File: src/rtl/sb_tx_arbiter_if.sv
// sb_tx_arbiter_if: N requester TX streams plus the single shared output stream
interface sb_tx_arbiter_if #(parameter int N = 4, parameter int DW = 256);
  logic [N*DW-1:0] in_data;
  logic [N*32-1:0] in_dest;
  logic [N-1:0]    in_last;
  logic [N-1:0]    in_valid;
  logic [N-1:0]    in_ready;
  logic [DW-1:0]   out_data;
  logic [31:0]     out_dest;
  logic            out_last;
  logic            out_valid;
  logic            out_ready;
  modport master (
    output in_data, in_dest, in_last, in_valid, out_ready,
    input  in_ready, out_data, out_dest, out_last, out_valid
  );
  modport slave (
    input  in_data, in_dest, in_last, in_valid, out_ready,
    output in_ready, out_data, out_dest, out_last, out_valid
  );
endinterface

File: src/rtl/sb_tx_arbiter.sv
// sb_tx_arbiter: packet-granular round-robin arbiter feeding one registered TX stream
module sb_tx_arbiter #(
  parameter int N  = 4,
  parameter int DW = 256
) (
  input  logic          clk,
  input  logic          nreset,
  sb_tx_arbiter_if.slave bus,
  output logic [N-1:0]  grant,
  output logic [31:0]   pkt_count
);
  localparam int PW = $clog2(N);
  typedef enum logic {IDLE, LOCKED} state_t;
  state_t          state_q, state_d;
  logic [PW-1:0]   ptr_q, ptr_d, owner_q, owner_d, sel, cur;
  logic [N-1:0]    grant_q, grant_d;
  logic [31:0]     pkt_count_q, pkt_count_d;
  logic [DW-1:0]   out_data_q, out_data_d;
  logic [31:0]     out_dest_q, out_dest_d;
  logic            out_last_q, out_last_d, out_valid_q, out_valid_d;
  logic            found, adv, acc, cur_last;
  function automatic logic [PW-1:0] wrap(int j);
    return PW'(j >= N ? j - N : j);
  endfunction
  function automatic logic [PW-1:0] inc(logic [PW-1:0] x);
    return x == PW'(N - 1) ? '0 : x + 1'b1;
  endfunction
  // descending scan so the valid requester closest to ptr wins
  always_comb begin
    sel   = '0;
    found = 1'b0;
    for (int k = N - 1; k >= 0; k--) begin
      if (bus.in_valid[wrap(int'(ptr_q) + k)]) begin
        sel   = wrap(int'(ptr_q) + k);
        found = 1'b1;
      end
    end
  end
  always_comb begin
    adv          = ~out_valid_q | bus.out_ready;
    cur          = (state_q == LOCKED) ? owner_q : sel;
    acc          = adv & bus.in_valid[cur];
    cur_last     = bus.in_last[cur];
    bus.in_ready = (nreset & adv & ((state_q == LOCKED) | found)) ? N'(1) << cur : '0;
    state_d      = state_q;
    ptr_d        = ptr_q;
    owner_d      = owner_q;
    grant_d      = grant_q;
    pkt_count_d  = pkt_count_q + {31'd0, acc & cur_last};
    out_valid_d  = adv ? acc : out_valid_q;
    out_data_d   = acc ? bus.in_data[int'(cur)*DW +: DW] : out_data_q;
    out_dest_d   = acc ? bus.in_dest[int'(cur)*32 +: 32] : out_dest_q;
    out_last_d   = acc ? cur_last : out_last_q;
    if (acc && cur_last) begin
      state_d = IDLE;
      grant_d = '0;
      ptr_d   = inc(cur);
    end else if (acc && state_q == IDLE) begin
      state_d = LOCKED;
      grant_d = N'(1) << sel;
      owner_d = sel;
    end
  end
  always_ff @(posedge clk or negedge nreset) begin
    if (!nreset) begin
      state_q     <= IDLE;
      ptr_q       <= '0;
      owner_q     <= '0;
      grant_q     <= '0;
      pkt_count_q <= '0;
      out_valid_q <= 1'b0;
      out_data_q  <= '0;
      out_dest_q  <= '0;
      out_last_q  <= 1'b0;
    end else begin
      state_q     <= state_d;
      ptr_q       <= ptr_d;
      owner_q     <= owner_d;
      grant_q     <= grant_d;
      pkt_count_q <= pkt_count_d;
      out_valid_q <= out_valid_d;
      out_data_q  <= out_data_d;
      out_dest_q  <= out_dest_d;
      out_last_q  <= out_last_d;
    end
  end
  assign bus.out_valid = out_valid_q;
  assign bus.out_data  = out_data_q;
  assign bus.out_dest  = out_dest_q;
  assign bus.out_last  = out_last_q;
  assign grant         = grant_q;
  assign pkt_count     = pkt_count_q;
endmodule
File: src/flat_wrapper.sv
// flat-port wrapper written by rule: the top's interface ports become plain ports
module sb_tx_arbiter_flat 
#(
  parameter int N  = 4,
  parameter int DW = 256
)
  (clk, nreset, grant, pkt_count, bus_in_data, bus_in_dest, bus_in_last, bus_in_valid, bus_out_ready, bus_in_ready, bus_out_data, bus_out_dest, bus_out_last, bus_out_valid);
  sb_tx_arbiter_if #(.N(N), .DW(DW)) bus_i ();
  input  logic clk;
  input  logic nreset;
  output logic [N-1:0] grant;
  output logic [31:0] pkt_count;
  input wire logic [$bits(bus_i.in_data)-1:0] bus_in_data;
  input wire logic [$bits(bus_i.in_dest)-1:0] bus_in_dest;
  input wire logic [$bits(bus_i.in_last)-1:0] bus_in_last;
  input wire logic [$bits(bus_i.in_valid)-1:0] bus_in_valid;
  input wire logic [$bits(bus_i.out_ready)-1:0] bus_out_ready;
  output wire logic [$bits(bus_i.in_ready)-1:0] bus_in_ready;
  output wire logic [$bits(bus_i.out_data)-1:0] bus_out_data;
  output wire logic [$bits(bus_i.out_dest)-1:0] bus_out_dest;
  output wire logic [$bits(bus_i.out_last)-1:0] bus_out_last;
  output wire logic [$bits(bus_i.out_valid)-1:0] bus_out_valid;
  assign bus_i.in_data = bus_in_data;
  assign bus_i.in_dest = bus_in_dest;
  assign bus_i.in_last = bus_in_last;
  assign bus_i.in_valid = bus_in_valid;
  assign bus_i.out_ready = bus_out_ready;
  assign bus_in_ready = bus_i.in_ready;
  assign bus_out_data = bus_i.out_data;
  assign bus_out_dest = bus_i.out_dest;
  assign bus_out_last = bus_i.out_last;
  assign bus_out_valid = bus_i.out_valid;
  sb_tx_arbiter #(.N(N), .DW(DW)) u_core (.clk(clk), .nreset(nreset), .bus(bus_i), .grant(grant), .pkt_count(pkt_count));
endmodule
File: config.mk
export PLATFORM = sky130hd
export DESIGN_NAME = sb_tx_arbiter_flat
export DESIGN_NICKNAME = d
export VERILOG_FILES = /design/src/rtl/sb_tx_arbiter_if.sv /design/src/rtl/sb_tx_arbiter.sv /design/src/flat_wrapper.sv
export SDC_FILE = /design/constraint.sdc
export NUM_CORES = 1
export LEC_CHECK = 0
export CAP_MARGIN = 20
export CORE_AREA = 2 2 579 581
export CTS_CLUSTER_SIZE = 20
export DETAILED_ROUTE_END_ITERATION = 16
export DIE_AREA = 0 0 581 583
export GPL_ROUTABILITY_DRIVEN = 0
export SYNTH_ARGS = -nofsm -noshare
export SYNTH_HDL_FRONTEND = slang
export SYNTH_SLANG_ARGS = --single-unit
File: constraint.sdc
create_clock -name clk -period 4.2 [get_ports clk]
set_input_delay 0.84 -clock clk [delete_from_list [all_inputs] [get_ports clk]]
set_output_delay 0.84 -clock clk [all_outputs]
set_load 0.03 [all_outputs]
### Word-level counts from Yosys, hierarchy flattened

Index checks and enable logic that the tools add are counted.

| word-level totals | value |
|---|---|
| bits in registers | 331 |
| output and inout port bits | 330 |
| input bits | 1,163 |
| logic and storage cells | 76 |

| cells by class | value |
|---|---|
| shifts and indexed selects | 4 |
| add/subtract/negate cells | 9 |
| equality and inequality tests | 1 |
| multiplexer cells | 31 |
| reductions and logical operators | 4 |
| bitwise logic cells | 9 |
| order comparisons | 9 |

Operators by type and width:

| cell | number |
|---|---|
| variable part select 1024 x 11 -> 256 bit | 1 |
| variable part select 128 x 8 -> 32 bit | 1 |
| adder 32 x 1 -> 32 bit | 1 |
| two-way mux 2 bit | 10 |
| less-than comparator 2 x 3 -> 1 bit, second input constant | 5 |
| binary-select mux 1 bit (select 2 bit) | 6 |
| two-way mux 1 bit | 12 |
| two-way mux 4 bit | 3 |
| >= comparator 3 bit, second input constant | 3 |
| left shift 1 x 2 -> 4 bit, first input constant | 2 |
| subtractor 2 x 1 -> 2 bit, second input constant | 4 |
| adder 2 x 2 -> 3 bit, second input constant | 2 |
| bitwise AND 1 bit | 4 |
| adder 2 x 1 -> 3 bit, second input constant | 1 |
| >= comparator 2 x 3 -> 1 bit, second input constant | 1 |
| inverter 1 bit | 3 |
| adder 2 x 1 -> 2 bit, second input constant | 1 |
| equality test 2 bit, second input constant | 1 |
| logical AND 1 bit | 2 |
| OR 1 bit | 2 |
| AND reduction 2 bit | 1 |
| nonzero test 2 bit | 1 |

### Longest topological paths before layout

| logic depth | value |
|---|---|
| depth in word-level cells | 16 |
| depth in mapped cells | 15 |
| depth with buffers taken out | 14 |

### Worst setup path after synthesis

OpenSTA, ideal clock, no wires.

| timing | value |
|---|---|
| path kind | input-to-reg |
| start | input bus_in_valid[2] |
| end | register u_core.pkt_count_q[18] (netlist: u_core.pkt_count[18]) |
| library setup time | 0.133 ns |
| arrival time | 3.915 ns |
| setup slack | 0.151 ns |
| stages on the path | 15 |
| buffers on the path | 1 |
| required time | 4.067 ns |
| cells stage by stage | mux2_1 a221oi_2 a21oi_1 inv_1 mux2i_1 a221oi_4 clkbuf_1 and2_1 ha_1 ha_1 nand3_1 nor3_1 and3_1 nand3_1 xnor2_1 |

| on the way | value |
|---|---|
| word-level cells in the longest chain between the ends | 12 |
| elaborated cells on any way between the ends | 20 |
| those cells by class | add/sub: 1; mux: 17; bitwise: 2 |

Ends and longest elaborated chain:

| element | line | RTL |
|---|---|---|
| from (decl) | flat_wrapper.sv:16 | `input wire logic [$bits(bus_i.in_valid)-1:0] bus_in_valid;` |
| binary-select mux 1 bit (select 2 bit) | sb_tx_arbiter.sv:33 | `if (bus.in_valid[wrap(int'(ptr_q) + k)]) begin` |
| two-way mux 1 bit (implied by the code) | sb_tx_arbiter.sv:33 |  |
| two-way mux 2 bit (4 in a row) | sb_tx_arbiter.sv:33 |  |
| two-way mux 2 bit | sb_tx_arbiter.sv:41 | `cur = (state_q == LOCKED) ? owner_q : sel;` |
| binary-select mux 1 bit (select 2 bit) | sb_tx_arbiter.sv:42 | `acc = adv & bus.in_valid[cur];` |
| two-way mux 1 bit (implied by the code) | sb_tx_arbiter.sv:42 |  |
| bitwise AND 1 bit | sb_tx_arbiter.sv:42 |  |
| bitwise AND 1 bit (*) | sb_tx_arbiter.sv:49 | `pkt_count_d = pkt_count_q + {31'd0, acc & cur_last};` |
| adder 32 x 1 -> 32 bit (*) | sb_tx_arbiter.sv:49 |  |
| net u_core.pkt_count_d[18] | sb_tx_arbiter.sv:17 | `logic [31:0] pkt_count_q, pkt_count_d;` |
| to (signal assigned) | sb_tx_arbiter.sv:80 | `pkt_count_q <= pkt_count_d;` |
| to (decl) | sb_tx_arbiter.sv:17 |  |

The timed path passes the listed nets; every way through them passes the cells marked *. The select of a mux whose other input is x is not followed.
A chain may end at the register's enable or synchronous reset.

### Worst setup path in the final report

| timing | value |
|---|---|
| start | input bus_in_valid[0] |
| end | output bus_in_ready[1] |

| on the way | value |
|---|---|
| word-level cells in the longest chain between the ends | 9 |
| elaborated cells on any way between the ends | 21 |
| those cells by class | shift: 1; mux: 18; bitwise: 2 |

Ends and longest elaborated chain:

| element | line | RTL |
|---|---|---|
| binary-select mux 1 bit (select 2 bit) | sb_tx_arbiter.sv:33 |  |
| two-way mux 1 bit (implied by the code) | sb_tx_arbiter.sv:33 |  |
| two-way mux 2 bit or two-way mux 1 bit (tied branches) (4 in a row) | sb_tx_arbiter.sv:33 |  |
| two-way mux 2 bit or OR 1 bit (tied branches) | sb_tx_arbiter.sv:41, sb_tx_arbiter.sv:44 |  |
| left shift 1 x 2 -> 4 bit or bitwise AND 1 bit (tied branches) | sb_tx_arbiter.sv:44 | `bus.in_ready = (nreset & adv & ((state_q == LOCKED) \| found)) ? N'(1) << cur : '0;` |
| two-way mux 4 bit (*) | sb_tx_arbiter.sv:44 |  |
| to (decl) | flat_wrapper.sv:18 | `output wire logic [$bits(bus_i.in_ready)-1:0] bus_in_ready;` |

Every way passes the cells marked *; elsewhere a longest branch is shown, timed or not. The select of a mux whose other input is x is not followed.

==> qor.log <==
[yosys] synthesis-stage register bit count 331
[setup_path] cells along the critical path clkdlybuf4s50_1, buf_4, nand2_1, a221oi_1, buf_4, o31ai_4, inv_8, buf_4, buf_12, ha_1, inv_1, nor2_1, buf_12
[place] number of buffers added on ports 1,492
[final_layout] share of cells above drive strength 1 5.06%
[yosys] cell type contributing the most total cell area after synthesis sky130_fd_sc_hd__dfrtp_1
[yosys] library cell with the highest instance count after synthesis sky130_fd_sc_hd__nand2_1
[detailed_routing] total via count in the routed design 31.3k
[clock_network] Clock Sink Count 331
[setup_path] CP Max Fanout 23
[detailed_routing] number of iterations in the first detailed-routing pass 6
[timing] count of final hold-check violations 0
[setup_path] arrival time of data at the critical path endpoint 3.20 ns
[yosys] most frequently used flop master after synthesis sky130_fd_sc_hd__dfrtp_1
[final_layout] design area 44,500 um^2
[detailed_routing] total DRC errors in the routed layout 0
[timing] Setup Viol. Count Final 0
[floorplan] die extent in y 583 um
[floorplan] Core Rows 212
[power] leakage power 17.9 nW
[yosys] unique cell type count in the Yosys netlist 35
[timing] final worst path period share 96.1%
[outcome] status complete, no violations
[floorplan] total core area 332,000 um^2
[place] pre-CTS worst setup slack -0.264 ns
[setup_path] highest cell delay on the worst timing path 0.51 ns
[grt] maximum number of pins on one net before global-route repair 188
[flow_run] max-cap check violation count 0
[setup_path] endpoint required time on the critical path 3.36 ns
[final_layout] non-filler cells, final 9,333
[timing] final setup skew 0.0243 ns
[setup_path] worst setup path class in -> out
[grt] combined global-route utilization of all metal layers 16.7%
[yosys] summed instance area of the synthesized netlist 21,400 um^2
[detailed_routing] number of nets with antenna violations after detailed routing 0
[floorplan] I/O pins 1,493
[clock_network] clock latency of the later-clocked register in the worst-skew pair 0.72 ns
[floorplan] starting density of the core 6.45%
[detailed_routing] Routed Wire Length 294,000 um
[timing] Worst Setup Slack, final 0.162 ns
[grt] wire length of the first global-routing pass 358,000 um
[timing] hold slack 0.498 ns
[final_layout] Post-layout nets 5,925
[min_path] min-delay worst type reg -> reg
[place] cell total after placement 9,088
[yosys] number of flops mapped to enable cells by yosys 0
[grt] initial antenna violation count 378
[timing] final max-slew violation count 0
[clock_network] number of buffers inserted during clock tree synthesis 52
[yosys] fraction of the yosys area taken by sequential cells 38.6%
[floorplan] overall die area 339,000 um^2
[clock_network] cell at the root of the clock tree sky130_fd_sc_hd__clkbuf_16
[final_layout] synthesis-to-finish area growth 108%
[detailed_routing] number of DRC markers in iteration 0 2,551
[yosys] post-synth net total 4,501
[setup_path] Worst path slowest cell sky130_fd_sc_hd__clkdlybuf4s50_1
[power] power density over cell area 796 nW/um^2
[grt] overall overflow remaining after global route 0
[yosys] Warnings, synthesis 0
[yosys] gate count of the mapped netlist 3,332
[setup_path] kind of launch point of the worst setup path primary input
[grt] via count of the first global-routing pass 29.4k
[place] area of placed instances 42,300 um^2
[setup_path] CP dominant cell by count sky130_fd_sc_hd__buf_4
[timing] min cycle time layout 4.04 ns
[yosys] fraction of registers with async set/reset 100%
[timing] worst slew margin relative to its limit 21.6%
[yosys] cell types occupying the most area after synthesis sky130_fd_sc_hd__dfrtp_1 39%, sky130_fd_sc_hd__nand2_1 20%, sky130_fd_sc_hd__nand3_1 20%
[yosys] Synth Area per Inst 6.44 um^2
[floorplan] Chip Width 581 um
[power] total power of the final layout 35.4 mW
[detailed_routing] vias per inst 3.36
[clock_network] clock-pin transition on the worst setup and hold timing paths 0.06 ns
[clock_network] post-cts gate resize count 0
[setup_path] Critical Path Sink Type output port
[clock_network] number of levels in the clock H-tree 2
[place] detailed-placement wirelength estimate 259,000 um
[clock_network] buffer levels on the longest clock path 3
[timing] top achievable clock speed 248 MHz
[detailed_routing] average wire length per cell after detail routing 31.5 um
[final_layout] utilization after layout 13.4%
[timing] RSZ-0062 raised after global routing false
[yosys] synth cell count leaders 1,171 x sky130_fd_sc_hd__nand2_1, 877 x sky130_fd_sc_hd__nand3_1, 331 x sky130_fd_sc_hd__dfrtp_1, 305 x sky130_fd_sc_hd__inv_1, 290 x sky130_fd_sc_hd__o21ai_0
[timing] setup_tns 0 ns
[clock_network] clock tree from TritonCTS done
[power] worst supply voltage drop on vdd 0.424 mV
[timing] slew at the pin closest to its max-slew limit 1.17 ns
[final_layout] Filler Cell Count 38.5k
[yosys] Yosys top cell area share 38.6%
[kinds of logic after synthesis]
family          share of synthesized area, %
xor+xnor                                1.23
simple gates                            41.9
mux                                    0.362
flops                                   38.6
compound gates                          7.55
fa+ha+maj                              0.350
buf+inv                                 10.0
[area by class of cell]
cell class | count | area [um^2] | area share (%)
inverters | 305 | 1160 | 2.61
flip-flops and latches | 331 | 8280 | 18.6
well taps | 4387 | 5490 | 12.3
clock inverters | 27 | 393 | 0.882
multi-input cells | 2440 | 11000 | 24.8
diodes | 147 | 368 | 0.826
clock buffers | 70 | 1440 | 3.23
repair buffers | 1626 | 16400 | 36.7
[cells in the final DEF, fill, tap and decap left out, types with 3 or more instances in the layout]
master and count:
sky130_fd_sc_hd__clkinv_4 3, sky130_fd_sc_hd__buf_12 35, sky130_fd_sc_hd__nand3_1 877, sky130_fd_sc_hd__o21ai_0 290, sky130_fd_sc_hd__nand2_1 1171, sky130_fd_sc_hd__diode_2 147
sky130_fd_sc_hd__and3_1 8, sky130_fd_sc_hd__mux2_2 5, sky130_fd_sc_hd__clkbuf_8 7, sky130_fd_sc_hd__inv_6 4, sky130_fd_sc_hd__dfrtp_1 331, sky130_fd_sc_hd__a21oi_1 3
sky130_fd_sc_hd__o22ai_1 4, sky130_fd_sc_hd__inv_1 303, sky130_fd_sc_hd__nand4_1 3, sky130_fd_sc_hd__xor2_1 11, sky130_fd_sc_hd__nor2_1 17, sky130_fd_sc_hd__clkdlybuf4s50_1 1481
sky130_fd_sc_hd__ha_1 6, sky130_fd_sc_hd__nor3_1 5, sky130_fd_sc_hd__buf_2 4, sky130_fd_sc_hd__clkinv_2 8, sky130_fd_sc_hd__xnor2_1 19, sky130_fd_sc_hd__buf_4 104
sky130_fd_sc_hd__clkbuf_1 11, sky130_fd_sc_hd__clkbuf_16 52, sky130_fd_sc_hd__bufinv_16 8
[path summary, 6_finish.rpt]
path	start	endpoint	slack [ns]	depth (start not counted)
setup / recovery	bus_in_valid[0]	bus_in_ready[1]	0.16	13
min in group asynchronous	nreset	u_core.pkt_count[28]	0.52	2
hold reg to reg	u_core.pkt_count[31]	u_core.pkt_count[31]	0.50	1
setup reg to reg	u_core.ptr_q[1]	u_core.pkt_count[18]	0.60	14
hold / removal	u_core.pkt_count[31]	u_core.pkt_count[31]	0.50	1
max in group asynchronous	nreset	u_core.bus.out_data[75]	1.66	4
[worst max-delay path: cells and delay by family]
family,cells,cell delay [ns]
AOI/OAI and AO/OA,2,0.36
buffers and inverters,8,1.50
and+or+nand+nor,2,0.29
adders and majority gates,1,0.18
[routing by layer]
metal / track usage, % / vias to the layer above / routed length (um)
met5: 0 / - / 1400
met4: 9.06 / 208 / 19400
met3: 10.4 / 796 / 41200
met2: 24.3 / 2080 / 119000
met1: 18.6 / 14436 / 112000
li1: - / 13814 / -
[flip-flops by register name, summed over array words and instances, names as in the netlist]
| name | flops |
|---|---|
| u_core.pkt_count | 32 |
| u_core.grant | 4 |
| u_core.bus.out_data | 256 |
| u_core.bus.out_dest | 32 |
| u_core.bus.out_last | 1 |
| u_core.owner_q | 2 |
| u_core.bus.out_valid | 1 |
| u_core.state_q | 1 |
| u_core.ptr_q | 2 |
[report_power, final]
group          leakage (nW)  internal (mW)  switching (mW)  total, mW
sequential             4.09           4.78           0.912       5.69
combinational          12.9           7.82            16.9       24.7
clock                 0.897           2.91            2.14       5.05
total                  17.9           15.5            19.9       35.4
[timing repair]
action / in CTS / in global routing
setup buffers: 0 / 0
hold endpoints to repair: 8 / 0
hold buffers: 1 / 0
No activity file was read; power rests on OpenSTA's default activity.
